[config.mk]
export PLATFORM = sky130hd
export DESIGN_NAME = stv_wrr_arbiter
export DESIGN_NICKNAME = d
export VERILOG_FILES = /design/src/rtl/stv_arb_pkg.sv /design/src/rtl/stv_rr_picker.sv /design/src/rtl/stv_wrr_arbiter.sv
export SDC_FILE = /design/constraint.sdc
export NUM_CORES = 1
export LEC_CHECK = 0
export ABC_AREA = 1
export BUFFER_PORTS_ARGS = -buffer_cell sky130_fd_sc_hd__buf_2
export CORE_MARGIN = 2
export CORE_UTILIZATION = 30
export CTS_BUF_LIST = sky130_fd_sc_hd__clkbuf_8
export CTS_CLUSTER_DIAMETER = 80
export DETAILED_ROUTE_END_ITERATION = 7
export HOLD_SLACK_MARGIN = 0.1
export RECOVER_POWER = 25
export REMOVE_ABC_BUFFERS = 1
export SKIP_LAST_GASP = 1
export SLEW_MARGIN = 10
export SYNTH_ARGS = -nofsm -noshare
export SYNTH_HDL_FRONTEND = slang
export SYNTH_SLANG_ARGS = --single-unit
[constraint.sdc]
create_clock -name clk -period 8.3 [get_ports clk]
set_input_delay 0.83 -clock clk [delete_from_list [all_inputs] [get_ports clk]]
set_output_delay 0.83 -clock clk [all_outputs]
set_load 0.02 [all_outputs]
[src/rtl/stv_arb_pkg.sv]
// Shared arbiter helpers: lock-state encoding, one-hot to binary conversion and
// thermometer masks. Functions operate on MaxInputs-wide vectors; callers zero-extend.
package stv_arb_pkg;

  localparam int unsigned MaxInputs = 64;

  typedef enum logic [0:0] {
    StIdle,
    StXfer
  } lock_state_e;

  function automatic int unsigned onehot2bin(input logic [MaxInputs-1:0] oh);
    int unsigned idx;
    idx = 0;
    for (int unsigned i = 0; i < MaxInputs; i++) begin
      if (oh[i]) idx = idx | i;
    end
    return idx;
  endfunction

  // Bits 0..idx set: everything at or below idx becomes lowest priority.
  function automatic logic [MaxInputs-1:0] thermo(input int unsigned idx);
    logic [MaxInputs-1:0] t;
    for (int unsigned i = 0; i < MaxInputs; i++) begin
      t[i] = (i <= idx);
    end
    return t;
  endfunction

endpackage

[src/rtl/stv_rr_picker.sv]
// Combinational round-robin pick: lowest set bit of req & ~mask, falling back to
// unmasked req when nothing survives the mask. Also returns the thermometer of the pick.
module stv_rr_picker #(
  parameter int unsigned Inputs = 8
) (
  input  logic [Inputs-1:0] req_i,
  input  logic [Inputs-1:0] mask_i,
  output logic [Inputs-1:0] gnt_o,
  output logic [Inputs-1:0] thermo_o
);

  logic [Inputs-1:0] masked;
  logic [Inputs-1:0] cand;
  logic              found;

  always_comb begin
    masked   = req_i & ~mask_i;
    cand     = (|masked) ? masked : req_i;
    gnt_o    = '0;
    thermo_o = '0;
    found    = 1'b0;
    for (int unsigned i = 0; i < Inputs; i++) begin
      if (!found) thermo_o[i] = 1'b1;
      if (cand[i] && !found) begin
        gnt_o[i] = 1'b1;
        found    = 1'b1;
      end
    end
  end

endmodule

[src/rtl/stv_wrr_arbiter.sv]
// Weighted round-robin arbiter: each owner keeps the grant for up to weight transfers,
// and a multi-beat transfer locks the grant until its last beat is accepted.
module stv_wrr_arbiter
  import stv_arb_pkg::*;
#(
  parameter int unsigned INPUTS   = 8,
  parameter int unsigned WEIGHT_W = 4,
  localparam int unsigned IdxW    = (INPUTS > 1) ? $clog2(INPUTS) : 1
) (
  input  logic                         clk,
  input  logic                         arst_n,
  input  logic [INPUTS-1:0]            req,
  input  logic [INPUTS*WEIGHT_W-1:0]   weight,
  input  logic                         ready,
  input  logic                         last,
  output logic [INPUTS-1:0]            gnt,
  output logic [IdxW-1:0]              gnt_idx,
  output logic                         busy
);

  lock_state_e         state_q, state_d;
  logic [INPUTS-1:0]   owner_q, owner_d;
  logic [INPUTS-1:0]   mask_q, mask_d;
  logic [WEIGHT_W-1:0] cnt_q, cnt_d;

  logic [INPUTS-1:0]    pick_gnt, pick_thermo;
  logic [MaxInputs-1:0] owner_thermo_full;
  logic [INPUTS-1:0]    gnt_thermo;
  logic                 locked, cont, accept, new_owner;
  int unsigned          idx;
  logic [WEIGHT_W-1:0]  wsel, cnt_upd;

  stv_rr_picker #(
    .Inputs (INPUTS)
  ) u_picker (
    .req_i    (req),
    .mask_i   (mask_q),
    .gnt_o    (pick_gnt),
    .thermo_o (pick_thermo)
  );

  assign locked = (state_q == StXfer);
  assign cont   = (|(owner_q & req)) && (cnt_q != '0);
  assign busy   = locked;

  always_comb begin
    gnt               = (locked || cont) ? owner_q : pick_gnt;
    idx               = onehot2bin(MaxInputs'(gnt));
    gnt_idx           = IdxW'(idx);
    owner_thermo_full = thermo(onehot2bin(MaxInputs'(owner_q)));
    // Reuse the picker's thermometer unless the grant came from the held owner.
    gnt_thermo        = (locked || cont) ? owner_thermo_full[INPUTS-1:0] : pick_thermo;
    accept            = (|gnt) && ready;
    wsel              = weight[idx*WEIGHT_W +: WEIGHT_W];
    new_owner         = (gnt != owner_q) || (cnt_q == '0);
    if (new_owner) begin
      cnt_upd = (wsel == '0) ? '0 : wsel - WEIGHT_W'(1);
    end else begin
      cnt_upd = cnt_q - WEIGHT_W'(1);
    end
  end

  always_comb begin
    state_d = state_q;
    owner_d = owner_q;
    mask_d  = mask_q;
    cnt_d   = cnt_q;
    unique case (state_q)
      StIdle: if (accept && !last) state_d = StXfer;
      StXfer: if (accept && last)  state_d = StIdle;
      default: state_d = StIdle;
    endcase
    if (accept) begin
      owner_d = gnt;
      if (last) begin
        cnt_d = cnt_upd;
        if (cnt_upd == '0) mask_d = gnt_thermo;
      end
    end
  end

  always_ff @(posedge clk or negedge arst_n) begin
    if (!arst_n) begin
      state_q <= StIdle;
      owner_q <= '0;
      mask_q  <= '0;
      cnt_q   <= '0;
    end else begin
      state_q <= state_d;
      owner_q <= owner_d;
      mask_q  <= mask_d;
      cnt_q   <= cnt_d;
    end
  end

`ifdef STV_ASSERT_ON
  a_gnt_onehot0 : assert property (@(posedge clk) disable iff (!arst_n) $onehot0(gnt));
  a_gnt_req     : assert property (@(posedge clk) disable iff (!arst_n)
                                   !locked |-> ((gnt & ~req) == '0));
  a_busy_stable : assert property (@(posedge clk) disable iff (!arst_n) busy |-> $stable(gnt));
`endif

endmodule
; Word level (Yosys, flattened, before mapping)
; Index checks and enable logic that the tools add are counted.
[op_classes]
addsub = 2
magnitude_cmp = 8
n_eq_ne = 1
n_shift = 1
muxes = 43
n_bitwise = 4
n_reduce_logical = 30
[op_table]
columns = operator, count
row1 = 32-bit by 6-bit indexed part select with 4-bit output, 1
row2 = 1-bit 2-to-1 mux, 25
row3 = 3-bit 2-to-1 mux, 8
row4 = 8-bit 2-to-1 mux, 3
row5 = 8-bit OR reduction, 3
row6 = 8-bit AND, 2
row7 = 3-bit less-or-equal comparator (first input constant), 4
row8 = 4-bit logical NOT, 3
row9 = 1-bit logical AND, 11
row10 = 1-bit logical NOT, 8
row11 = 2-bit 2-to-1 mux, 4
row12 = 4-bit 2-to-1 mux, 2
row13 = 8-bit != test, 1
row14 = 8-bit NOT, 1
row15 = 4-bit by 1-bit subtractor with 4-bit output (second input constant), 2
row16 = 1-bit by 3-bit less-or-equal comparator with 1-bit output (first input constant), 2
row17 = 2-bit by 3-bit less-or-equal comparator with 1-bit output (first input constant), 2
row18 = 4-bit nonzero test, 1
row19 = 3-bit AND reduction, 1
row20 = 1-bit logical OR, 2
row21 = 1-bit case mux with 2 select lines, 1
row22 = 2-bit AND reduction, 1
row23 = 1-bit NOT, 1
[totals]
register_bits = 21
in_bits = 44
out_inout_bits = 12
elab_cells = 93

; Longest topological paths before layout
; Gate-level depths: netlist (run 1).
[depth]
depth_word = 40
depth_mapped = 28
ltp_nobuf = 28

; Hierarchy
; Synthesis (run 1) repeated with hierarchy kept, for this count alone.
[unflattened]
cells_unflattened = 380
hier_area_um2 = 2333.5
[by_module_without_submodules]
columns = mod, instances, cells_each, area_per_inst_um2, seq_area_each_um2
row1 = stv_wrr_arbiter, 1, 314, 1985.7, 525.5
row2 = stv_rr_picker, 1, 66, 347.8, 0.0

; Least setup slack after synthesis (run 1)
; Ideal clock, no wire load.
[synth_timing]
path_type = input port to flip-flop
startpoint = in req[2]
endpoint = reg mask_q[1]
setup_ps = 117
arrival_ps = 3339
required_ps = 8183
path_slack_ps = 4844
stages = 22
n_path_buf = 0
cell_sequence = nand2_1 -> nand2_1 -> nor2_1 -> nand2_1 -> a21oi_4 -> nand3_2 -> nor2_2 -> nand3_1 -> o21ai_0 -> nor2_1 -> nand3_4 -> inv_2 -> nand4_2 -> nand2_2 -> inv_2 -> nand2_1 -> nor2_1 -> nand2_1 -> a21oi_4 -> nand2_4 -> nand2_1 -> nand2_1
[synth_via]
word_cells_on_any_way = 56
cone_classes = add/sub: 1 / eq/ne: 1 / shift: 1 / mux: 27 / bitwise: 2 / reduce/logical: 24
[synth_rtl]
columns = element, line
row1 = start: declaration, stv_wrr_arbiter.sv:12  ; input logic [INPUTS-1:0] req,
row2 = 8-bit AND, stv_rr_picker.sv:17  ; masked = req_i & ~mask_i;
row3 = 8-bit OR reduction, stv_rr_picker.sv:18  ; cand = (|masked) ? masked : req_i;
row4 = 8-bit 2-to-1 mux, stv_rr_picker.sv:18
row5 = 1-bit 2-to-1 mux, stv_rr_picker.sv:24  ; if (cand[i] && !found) begin
row6 = 1-bit logical NOT, --
row7 = 1-bit logical AND, stv_rr_picker.sv:24
row8 = 1-bit 2-to-1 mux, stv_rr_picker.sv:24
row9 = 1-bit logical NOT, --
row10 = (+9 left out), --
row11 = via gnt[4], stv_wrr_arbiter.sv:16  ; output logic [INPUTS-1:0] gnt,
row12 = 3-bit 2-to-1 mux (*) (4 in a row), stv_arb_pkg.sv:16  ; if (oh[i]) idx = idx | i;
row13 = via gnt_idx[2], stv_wrr_arbiter.sv:17  ; output logic [IdxW-1:0] gnt_idx,
row14 = 32-bit by 6-bit indexed part select with 4-bit output (*), stv_wrr_arbiter.sv:54  ; wsel = weight[idx*WEIGHT_W +: WEIGHT_W];
row15 = 4-bit by 1-bit subtractor with 4-bit output or 4-bit logical NOT (tied branches), stv_wrr_arbiter.sv:57  ; cnt_upd = (wsel == '0) ? '0 : wsel - WEIGHT_W'(1);
row16 = 4-bit 2-to-1 mux (*), stv_wrr_arbiter.sv:57
row17 = 4-bit 2-to-1 mux (*), stv_wrr_arbiter.sv:56  ; if (new_owner) begin
row18 = 4-bit logical NOT (*), stv_wrr_arbiter.sv:77  ; if (cnt_upd == '0) mask_d = gnt_thermo;
row19 = 3-bit AND reduction (no line) (*), --
row20 = end signal: assignment, stv_wrr_arbiter.sv:91  ; mask_q <= mask_d;
row21 = end: declaration, stv_wrr_arbiter.sv:23  ; logic [INPUTS-1:0] mask_q, mask_d;
; Mark *: on every way through the listed nets, which the timed path passes. The rest lies on a longest branch.
; A chain may end at the register's enable or synchronous reset.

; Worst setup path after layout (run 1)
[layout_timing]
startpoint = in req[4]
endpoint = reg mask_q[3]
[layout_via]
elab_chain_len = 33
word_cells_on_any_way = 56
cone_classes = add/sub: 1 / eq/ne: 1 / shift: 1 / mux: 27 / bitwise: 2 / reduce/logical: 24
[layout_lines]
columns = element, line
row1 = 8-bit AND, stv_rr_picker.sv:17
row2 = 8-bit OR reduction, stv_rr_picker.sv:18
row3 = 8-bit 2-to-1 mux, stv_rr_picker.sv:18
row4 = 1-bit 2-to-1 mux, stv_rr_picker.sv:24
row5 = 1-bit logical NOT, --
row6 = 1-bit logical AND, stv_rr_picker.sv:24
row7 = 1-bit 2-to-1 mux, stv_rr_picker.sv:24
row8 = 1-bit logical NOT, --
row9 = (+17 left out), --
row10 = 8-bit 2-to-1 mux, stv_wrr_arbiter.sv:47  ; gnt = (locked || cont) ? owner_q : pick_gnt;
row11 = 3-bit 2-to-1 mux, stv_arb_pkg.sv:16
row12 = 32-bit by 6-bit indexed part select with 4-bit output, stv_wrr_arbiter.sv:54
row13 = 4-bit by 1-bit subtractor with 4-bit output or 4-bit logical NOT (tied branches), stv_wrr_arbiter.sv:57
row14 = 4-bit 2-to-1 mux, stv_wrr_arbiter.sv:57
row15 = 4-bit 2-to-1 mux, stv_wrr_arbiter.sv:56
row16 = 4-bit logical NOT, stv_wrr_arbiter.sv:77
row17 = 3-bit AND reduction (no line), --
; Several ways; a longest one is shown, not always the timed one.

==> results.yml, run 1 <==
min_path:
  hold_depth: 2
  hold_class: "reg -> reg"
  min_to: "mask_q[5]"
  min_from: "mask_q[5]"
finish:
  layout-drive-gt1-share: 0.222
  n_fill_cell: 775
  insertedDiodeCount: 0
  post-route-util: 0.363
  layout.nets: 456
  syn2layout_area_growth_pct: 18.0
clock_tree:
  clk_pin_slew_ns: 0.08
  cts_tree: "yes"
  tritoncts.num_buffers: 3
  clk-insertion-delay-late_ns: 0.27
  cts.sinks: 21
  post_cts_buffers: 0
  clock_path_buffers: 2
  cts_max_level: 1
  ctsHoldBuffers: 0
  cts_resized: 0
  cts_root_buffer: "clkbuf_8"
yosys:
  synth-warning-count: 0
  ys_seq_area_frac: 0.238
  syn_inst: 357
  netlist_area_mm2: 0.00221
  synth_edf_count: 0
  synth_top_family_by_area: "simple AND/OR/NAND/NOR gates"
  synth_xor_area_frac: 0.0159
  ys_types: 37
  yosysTopAreaCell: "dfrtp_1"
  synth-adder-area-share: 0.00566
  synth.area.top_cells: "dfrtp_1 (24%), nand2_1 (20%), inv_1 (11%)"
  synth_common_cells: "nand2_1 (116), inv_1 (65), nand3_1 (42)"
  synth_top_area_frac: 0.238
  synth.most_common_cell: "nand2_1"
  synth_compound_area_frac: 0.0940
  synthMuxAreaShare: 0
  synth-simple-area-share: 0.505
  yosys_most_used_dff: "dfrtp_1"
  async_flop_share: 1.00
  avgSynthCellArea_um2: 6.19
  yosys_register_bits: 21
timing:
  maxSlewHeadroom: 0.224
  timing.fmax_ghz: 0.262
  final_hold_viol_count: 0
  post-route-period-util: 0.460
  tightest_slew_ns: 1.16
  grt_setup_unrepaired: "false"
  finClkSkew_ns: 0.00273
  period_needed_ns: 3.81
  finalSetupTns_ns: 0
  drv_slew: 0
  finalSetupViolCount: 0
detailed_routing:
  route.antenna.remaining_nets: 0
  drc: 0
  vias_per_cell: 4.65
  num_vias: 2367
  finalWirelength_mm: 6.03
  drt-wirelength-per-cell_um: 11.8
  first_iter_violations: 120
  drtPass1Iterations: 5
critical_path:
  cp.arrival_ns: 3.98
  regToRegStartpoint: "owner_q[7]"
  critPathMaxStageDelay_ns: 0.33
  end_kind: "flip-flop"
  required_ns: 8.47
  path_buf_inv: 4
  r2r_end: "mask_q[3]"
  start_kind: "primary input"
  worst-r2r-cell-count: 24
  cp_max_fo: 18
  timing.critical_path.mode_cell: "nand2_1"
  cp_top_family: "simple AND/OR/NAND/NOR gates"
  cp_slowest_cell: "a21oi_4"
  r2r_slack_ns: 4.61
  crit_type: "in -> reg"
global_routing:
  grt_pass1_wl_mm: 9.98
  grt_pass1_vias: 2211
  grt_max_degree: 22
  gr-usage-met1: 0.194
  grt_use_total: 0.147
  grtUsageMet2: 0.244
  antenna_found_initial: 0
  globalRoute.totalOverflow: 0
  gr-usage-met3: 0.0268
  grt.busiest_layer: "met2"
floorplanning:
  start_util: 0.308
  core_area_mm2: 0.00718
  die_h_um: 89.8
  ios: 56
  fp.dieW_um: 89.8
  die-area_mm2: 0.00807
  num_rows: 31
placed_design:
  portBuffers: 55
  dp_hpwl_mm: 4.79
  gp_congestion: 0.857
run:
  cap_violations: 0
status:
  run_status: "completed"
## layout by cell type (no fill, tap or decap), types with 2 or more instances in the layout
master / synthesis / layout
xor2_1: 3 / 3
nor2_8: 2 / 2
dfrtp_1: 21 / 21
nor2_4: 2 / 2
inv_2: 5 / 5
nand2_4: 4 / 4
nand2_1: 116 / 116
buf_2: 1 / 54
inv_1: 65 / 65
o21ai_0: 21 / 21
o211ai_1: 3 / 3
clkinv_2: 1 / 2
o21ai_1: 2 / 2
clkbuf_8: 0 / 3
nor2_1: 19 / 19
nand3_1: 42 / 42
a21oi_4: 2 / 2
nand3_4: 4 / 4
nor2_2: 3 / 3
nand4_2: 2 / 2
nand4_1: 16 / 16
nand2_2: 6 / 6
## stage by stage
stage                     worst slack [ns]  hold WS (ns)  instances  cell area (um2)
final                                 4.49         0.481        509             2610
after global routing                  4.11         0.510        509             2610
after CTS                             4.47         0.481        509             2610
after detailed placement              4.18         0.460        505             2560
after global placement                4.21         0.459        505             2560
after floorplan                       4.77         0.442        351             2160
## registers in the layout (all words and copies together), names as in the netlist, named ones only
name,flops
mask_q,8
owner_q,8
cnt_q,4
## how the worst max path moves through the flow
stage,start,to,cells past startpoint
2_1_floorplan,req[2],mask_q[1],22
3_3_place_gp,req[4],mask_q[3],25
3_5_place_dp,req[4],mask_q[3],25
4_1_cts,req[4],mask_q[3],25
5_1_grt,req[6],mask_q[1],25
6_report,req[4],mask_q[3],25
## worst register-to-register path: cells and delay by family, from the launching register on
| family | cells | cell delay, ns |
|---|---|---|
| flops | 1 | 0.49 |
| compound gates | 2 | 0.59 |
| buf+inv | 3 | 0.33 |
| simple gates | 19 | 2.19 |
## area by class of cell
type | instances | area, um2 | area share
multi-input combinational | 259 | 1370 | 0.525
sequential | 21 | 526 | 0.202
timing repair buffer | 55 | 274 | 0.105
inverter | 71 | 268 | 0.103
tap | 99 | 124 | 0.0475
clock buffer | 3 | 41.3 | 0.0158
clock inverter | 1 | 5.00 | 0.00192
## metal layers
metal,vias to the layer above,share of wire
met1,1054,0.47
li1,1242,-
met3,16,0.041
met4,0,0.030
met2,55,0.46
met5,-,0
## cells by family after synthesis
kind of cell | after synthesis
fa+ha+maj | 1
simple gates | 221
compound gates | 33
xor+xnor | 4
flops | 21
buf+inv | 77
Power of run 1 is not shown: default switching activity piles up to over one toggle a cycle in this logic, so the estimate is an artifact.
==> inputs of run 2 (changes only) <==
--- a/config.mk
+++ b/config.mk
@@ -5,7 +5,7 @@
 export SDC_FILE = /design/constraint.sdc
 export NUM_CORES = 1
 export LEC_CHECK = 0
-export ABC_AREA = 1
+export ABC_AREA = 0
 export BUFFER_PORTS_ARGS = -buffer_cell sky130_fd_sc_hd__buf_2
 export CORE_MARGIN = 2
 export CORE_UTILIZATION = 30
==> constraint.sdc (replaced) <==
create_clock -name clk -period 3.73 [get_ports clk]
set_input_delay 0.373 -clock clk [delete_from_list [all_inputs] [get_ports clk]]
set_output_delay 0.373 -clock clk [all_outputs]
set_load 0.02 [all_outputs]
==> results.yml, run 2 <==
finish:
  final_common_cell: "buf_4"
  layout-drive-gt1-share: 0.541
  top_regs: "mask_q (8), owner_q (8), cnt_q (4)"
  post-route-util: 0.498
  insertedDiodeCount: 0
  layout.nets: 447
  syn2layout_area_growth_pct: 62.6
  layout_common_cells: "buf_4 (91), buf_2 (54), nand2_1 (32), dfrtp_1 (21), nor2_1 (17)"
power:
  power.leakage_uw: 0.00168
  ir_drop_mv: 0.400
  power.combinational.fraction: 0.849
  clkPwrFrac: 0.048
  intPower_uw: 1790
  netSwitchingPower_uw: 1620
  pwr-share-seq: 0.103
  swShare: 0.474
  power_density_mw_per_mm2: 954
timing:
  period_needed_ns: 3.97
  timing.fmax_ghz: 0.252
  tightest_slew_ns: 1.30
  grt_setup_unrepaired: "true"
  finalWorstSetupSlack_ns: -0.242
  final_hold_viol_count: 0
  finClkSkew_ns: 0.00274
  drv_slew: 0
  post-route-period-util: 1.06
  finalSetupViolCount: 7
  finalSetupTns_ns: -1.63
  maxSlewHeadroom: 0.134
  whs_ns: 0.380
critical_path:
  cp.arrival_ns: 4.13
  required_ns: 3.89
  start_kind: "flip-flop"
  end_kind: "flip-flop"
  cp_max_fo: 9
  crit_type: "reg -> reg"
yosys:
  avgSynthCellArea_um2: 8.55
  synth-warning-count: 0
  yosys_register_bits: 21
  syn_inst: 257
  synth_top_area_frac: 0.239
  synth.most_common_cell: "nand2_1"
  async_flop_share: 1.00
  netlist_area_mm2: 0.00220
  synth.area.top_cells: "dfrtp_1 (24%), nand2_1 (5.6%), mux2_4 (4.8%)"
  synth_edf_count: 0
  ys_types: 73
  yosysTopAreaCell: "dfrtp_1"
  synth_common_cells: "nand2_1 (33), dfrtp_1 (21), nor2_1 (18)"
  yosys_most_used_dff: "dfrtp_1"
  ys_seq_area_frac: 0.239
global_routing:
  grt_use_total: 0.198
  grt_pass1_wl_mm: 12.3
  grt_max_degree: 22
  grt_pass1_vias: 2564
  antenna_found_initial: 0
  globalRoute.totalOverflow: 0
floorplanning:
  start_util: 0.306
  num_rows: 31
  die_h_um: 89.6
  fp.dieW_um: 89.6
  core_area_mm2: 0.00718
  die-area_mm2: 0.00802
  ios: 56
clock_tree:
  clock_path_buffers: 2
  cts.sinks: 21
  clk_pin_slew_ns: 0.09
  cts_max_level: 1
  cts_root_buffer: "clkbuf_8"
  clk-insertion-delay-late_ns: 0.27
  cts_tree: "yes"
  tritoncts.num_buffers: 3
status:
  run_status: "finished with violations"
  violations: "negative setup slack"
detailed_routing:
  finalWirelength_mm: 7.96
  drtPass1Iterations: 5
  vias_per_cell: 5.37
  num_vias: 2686
  drt-wirelength-per-cell_um: 15.9
  first_iter_violations: 187
  route.antenna.remaining_nets: 0
  drc: 0
min_path:
  hold_class: "in -> reg"
placed_design:
  dp_slack_ns: -0.510
  dp_hpwl_mm: 6.08
  gp_congestion: 0.953
  portBuffers: 55
run:
  cap_violations: 0
## run 2: cell count changes in the layout (fill, tap and decap cells not counted), sizes merged, moves of 11 or more
cell,delta
inv,-61
mux2,+13
nand3,-42
nand4,-11
nand2,-93
buf,+96
## run 2: cell families after synthesis
family                     synth area share
and+or+nand+nor                       0.214
buffers and inverters                0.0438
xor gates and xnor gates             0.0159
DFF                                   0.239
muxes                                0.0968
adders and majority gates           0.00569
AOI/OAI and AO/OA                     0.385
## run 2: worst paths after layout
check,startpoint,endpoint,slack (ns),cells after the start
max in group asynchronous,arst_n,owner_q[3],2.06,2
worst max-delay path,cnt_q[0],mask_q[2],-0.24,16
worst max register to register,cnt_q[0],mask_q[2],-0.24,16
worst min-delay path,ready,owner_q[0],0.38,2
worst min register to register,flip-flop,flip-flop,0.58,1
min in group asynchronous,arst_n,mask_q[6],0.91,2
## run 2: metrics by stage
stage                     area [um2]  power (uW)  cells
final                           3570        3410    500
after CTS                       3450        3180    495
after floorplan                 2140        1690    245
after global routing            3570        3660    500
after global placement          3160        2670    481
after detailed placement        3160        2690    481
## run 2: area by class of cell
type,count,area (um2)
clock buffers,3,41.3
inverters,9,36.3
fillers,690,3600
flip-flops and latches,21,526
repair buffers,152,1030
multi-input cells,215,1810
well taps,99,124
clock inverters,1,7.51
## run 2: power groups by stage
stage,combinational [uW],clock (uW),sequential (uW)
finish,2890,164,350
CTS,2670,169,350
global route,3130,176,357
global placement,2320,0,352
floorplan,1300,0,389
detailed placement,2340,0,353
## run 2: routing by layer
metal,track usage,vias to the layer above,share of wire
met5,0,-,0
met4,0.0692,0,0.023
met3,0.0393,17,0.052
met2,0.322,107,0.49
met1,0.261,1278,0.44
li1,-,1284,-
## run 2: worst max-delay path: stages (launching register included)
cell and delay [ns]:
dfrtp_1 0.38, inv_1 0.06, ha_2 0.17, or3b_4 0.38, a21o_4 0.24, buf_6 0.15
o41ai_4 0.31, buf_4 0.19, nor2_4 0.05, nor3b_4 0.40, buf_6 0.17, a22o_1 0.14
o22ai_2 0.10, a2111o_1 0.41, a32oi_4 0.22, buf_12 0.17, mux2_4 0.30
## run 2: repair_timing
action                                  CTS  global route
hold endpoints to repair                 13             0
gates resized for setup                  37            12
buffers inserted                          9             5
hold buffers                              1             0
pin swaps                                19            17
endpoints found under the setup margin    8            12
Power figures use the tool's default switching activity.
==> inputs of run 3 (changes only) <==
--- a/config.mk
+++ b/config.mk
@@ -6,12 +6,12 @@
 export NUM_CORES = 1
 export LEC_CHECK = 0
 export ABC_AREA = 0
-export BUFFER_PORTS_ARGS = -buffer_cell sky130_fd_sc_hd__buf_2
 export CORE_MARGIN = 2
 export CORE_UTILIZATION = 30
 export CTS_BUF_LIST = sky130_fd_sc_hd__clkbuf_8
 export CTS_CLUSTER_DIAMETER = 80
 export DETAILED_ROUTE_END_ITERATION = 7
+export DONT_BUFFER_PORTS = 1
 export HOLD_SLACK_MARGIN = 0.1
 export RECOVER_POWER = 25
 export REMOVE_ABC_BUFFERS = 1
==> results.yml, run 3 (synthesized netlist as in run 2, its figures left out) <==
timing:
  finClkSkew_ns: 0.00988
  maxSlewHeadroom: 0.292
  final_hold_viol_count: 0
  period_needed_ns: 4.00
  tightest_slew_ns: 1.05
  post-route-period-util: 1.07
  drv_slew: 0
  finalWorstSetupSlack_ns: -0.273
  finalSetupTns_ns: -1.79
  grt_setup_unrepaired: "true"
  timing.fmax_ghz: 0.250
  finalSetupViolCount: 7
finish:
  final_design_area_no_fill_mm2: 0.00325
  syn2layout_area_growth_pct: 47.7
  top_regs: "mask_q (8), owner_q (8), cnt_q (4)"
  insertedDiodeCount: 0
  final_common_cell: "buf_4"
  stdcell_count: 442
  layout.nets: 389
  layout-drive-gt1-share: 0.452
  layout_common_cells: "buf_4 (87), nand2_1 (33), dfrtp_1 (21), nor2_1 (16), o21ai_0 (12)"
clock_tree:
  cts_root_buffer: "clkbuf_8"
  clk_pin_slew_ns: 0.09
  cts.sinks: 21
  clk-insertion-delay-late_ns: 0.27
  cts_max_level: 1
  cts_tree: "yes"
  tritoncts.num_buffers: 3
  clock_path_buffers: 2
global_routing:
  grt_use_total: 0.195
  grt_pass1_vias: 2425
  globalRoute.totalOverflow: 0
  grt_pass1_wl_mm: 12.2
  antenna_found_initial: 0
  grt_max_degree: 22
detailed_routing:
  num_vias: 2449
  finalWirelength_mm: 7.73
  first_iter_violations: 262
  vias_per_cell: 5.54
  drt-wirelength-per-cell_um: 17.5
  drc: 0
  drtPass1Iterations: 5
  route.antenna.remaining_nets: 0
power:
  power.combinational.fraction: 0.850
  power.leakage_uw: 0.00143
  swShare: 0.470
  netSwitchingPower_uw: 1580
  ir_drop_mv: 0.381
  pwr-share-seq: 0.103
  clkPwrFrac: 0.047
  power_density_mw_per_mm2: 1030
  intPower_uw: 1780
placed_design:
  placed_cell_area_mm2: 0.00287
  portBuffers: 0
  dp_hpwl_mm: 6.00
  gp_congestion: 0.977
  post-place-cells: 424
  dp_slack_ns: -0.348
critical_path:
  path_buf_inv: 3
  critPathMaxStageDelay_ns: 0.47
  crit_type: "reg -> reg"
  cp_slowest_cell: "a2111o_1"
  end_kind: "flip-flop"
  cp_top_family: "compound AO/OA/AOI/OAI gates"
  cp_max_fo: 8
  r2r_slack_ns: -0.27
  critPathLaunch: "mask_q[6]"
  required_ns: 3.88
  timing.critical_path.mode_cell: "buf_4"
  cp.arrival_ns: 4.15
  regToRegStartpoint: "mask_q[6]"
  start_kind: "flip-flop"
  worstPathCellList: "or2b_1, o2111ai_4, o21ai_1, buf_4, a22oi_1, and3_4, a22oi_2, nor3b_4, buf_4, a2111oi_4, o22ai_2, a2111o_1, a32oi_4, buf_12, mux2_4"
run:
  cap_violations: 0
floorplanning:
  num_rows: 31
  ios: 56
  die_h_um: 89.6
  core_area_mm2: 0.00718
  die-area_mm2: 0.00802
  fp.dieW_um: 89.6
  start_util: 0.306
status:
  violations: "negative setup slack"
  run_status: "finished with violations"
min_path:
  min_from: "ready"
  hold_class: "in -> reg"
-- run 3: power by group through the flow --
stage               clock network [uW]  logic, uW  registers (uW)
CTS                                162       2510             347
global placement                     0       2240             349
floorplan                            0       1300             389
global route                       168       3080             354
detailed placement                   0       2270             351
finish                             157       2850             346
-- run 3: layout make-up --
cell class / instances / area (um2)
tap: 99 / 124
clock buffer: 3 / 41.3
fill: 671 / 3930
multi-input combinational: 215 / 1780
inverter: 9 / 36.3
sequential: 21 / 526
clock inverter: 1 / 3.75
timing repair buffer: 94 / 739
-- run 3: worst register-to-register path: cells and delay by family (launching register included) --
kind            cells  cell delay [ns]
buf+inv             3             0.51
flops               1             0.39
mux                 1             0.31
simple gates        3             0.73
compound gates      8             1.95
-- run 3: worst paths after layout --
| path | depth (start not counted) | to |
|---|---|---|
| worst min register to register | 2 | mask_q[7] |
| worst min-delay path | 1 | owner_q[0] |
| worst max register to register | 15 | mask_q[4] |
| worst max-delay path | 15 | mask_q[4] |
| max in group asynchronous | 1 | owner_q[7] |
| min in group asynchronous | 1 | mask_q[6] |
-- run 3: metal layers --
metal  share of wire  track usage
met2            0.49        0.317
met3           0.057       0.0384
met4           0.013       0.0516
met5               0            0
met1            0.44        0.264
-- run 3: what timing repair did --
action | in CTS | in global routing
gates resized for setup | 25 | 21
setup endpoints to repair | 10 | 11
pin swaps | 9 | 24
buffers inserted | 5 | 8
endpoints found under the hold margin | 21 | 0
hold buffers | 1 | 0
-- run 3: metrics by stage --
stage / hold WS (ns) / util / total power [uW]
2_1_floorplan: 0.0774 / - / 1690
3_3_place_gp: 0.0789 / 0.401 / 2590
3_5_place_dp: 0.0788 / 0.401 / 2620
4_1_cts: 0.235 / 0.430 / 3020
5_1_grt: 0.232 / 0.452 / 3610
6_report: 0.238 / 0.452 / 3350
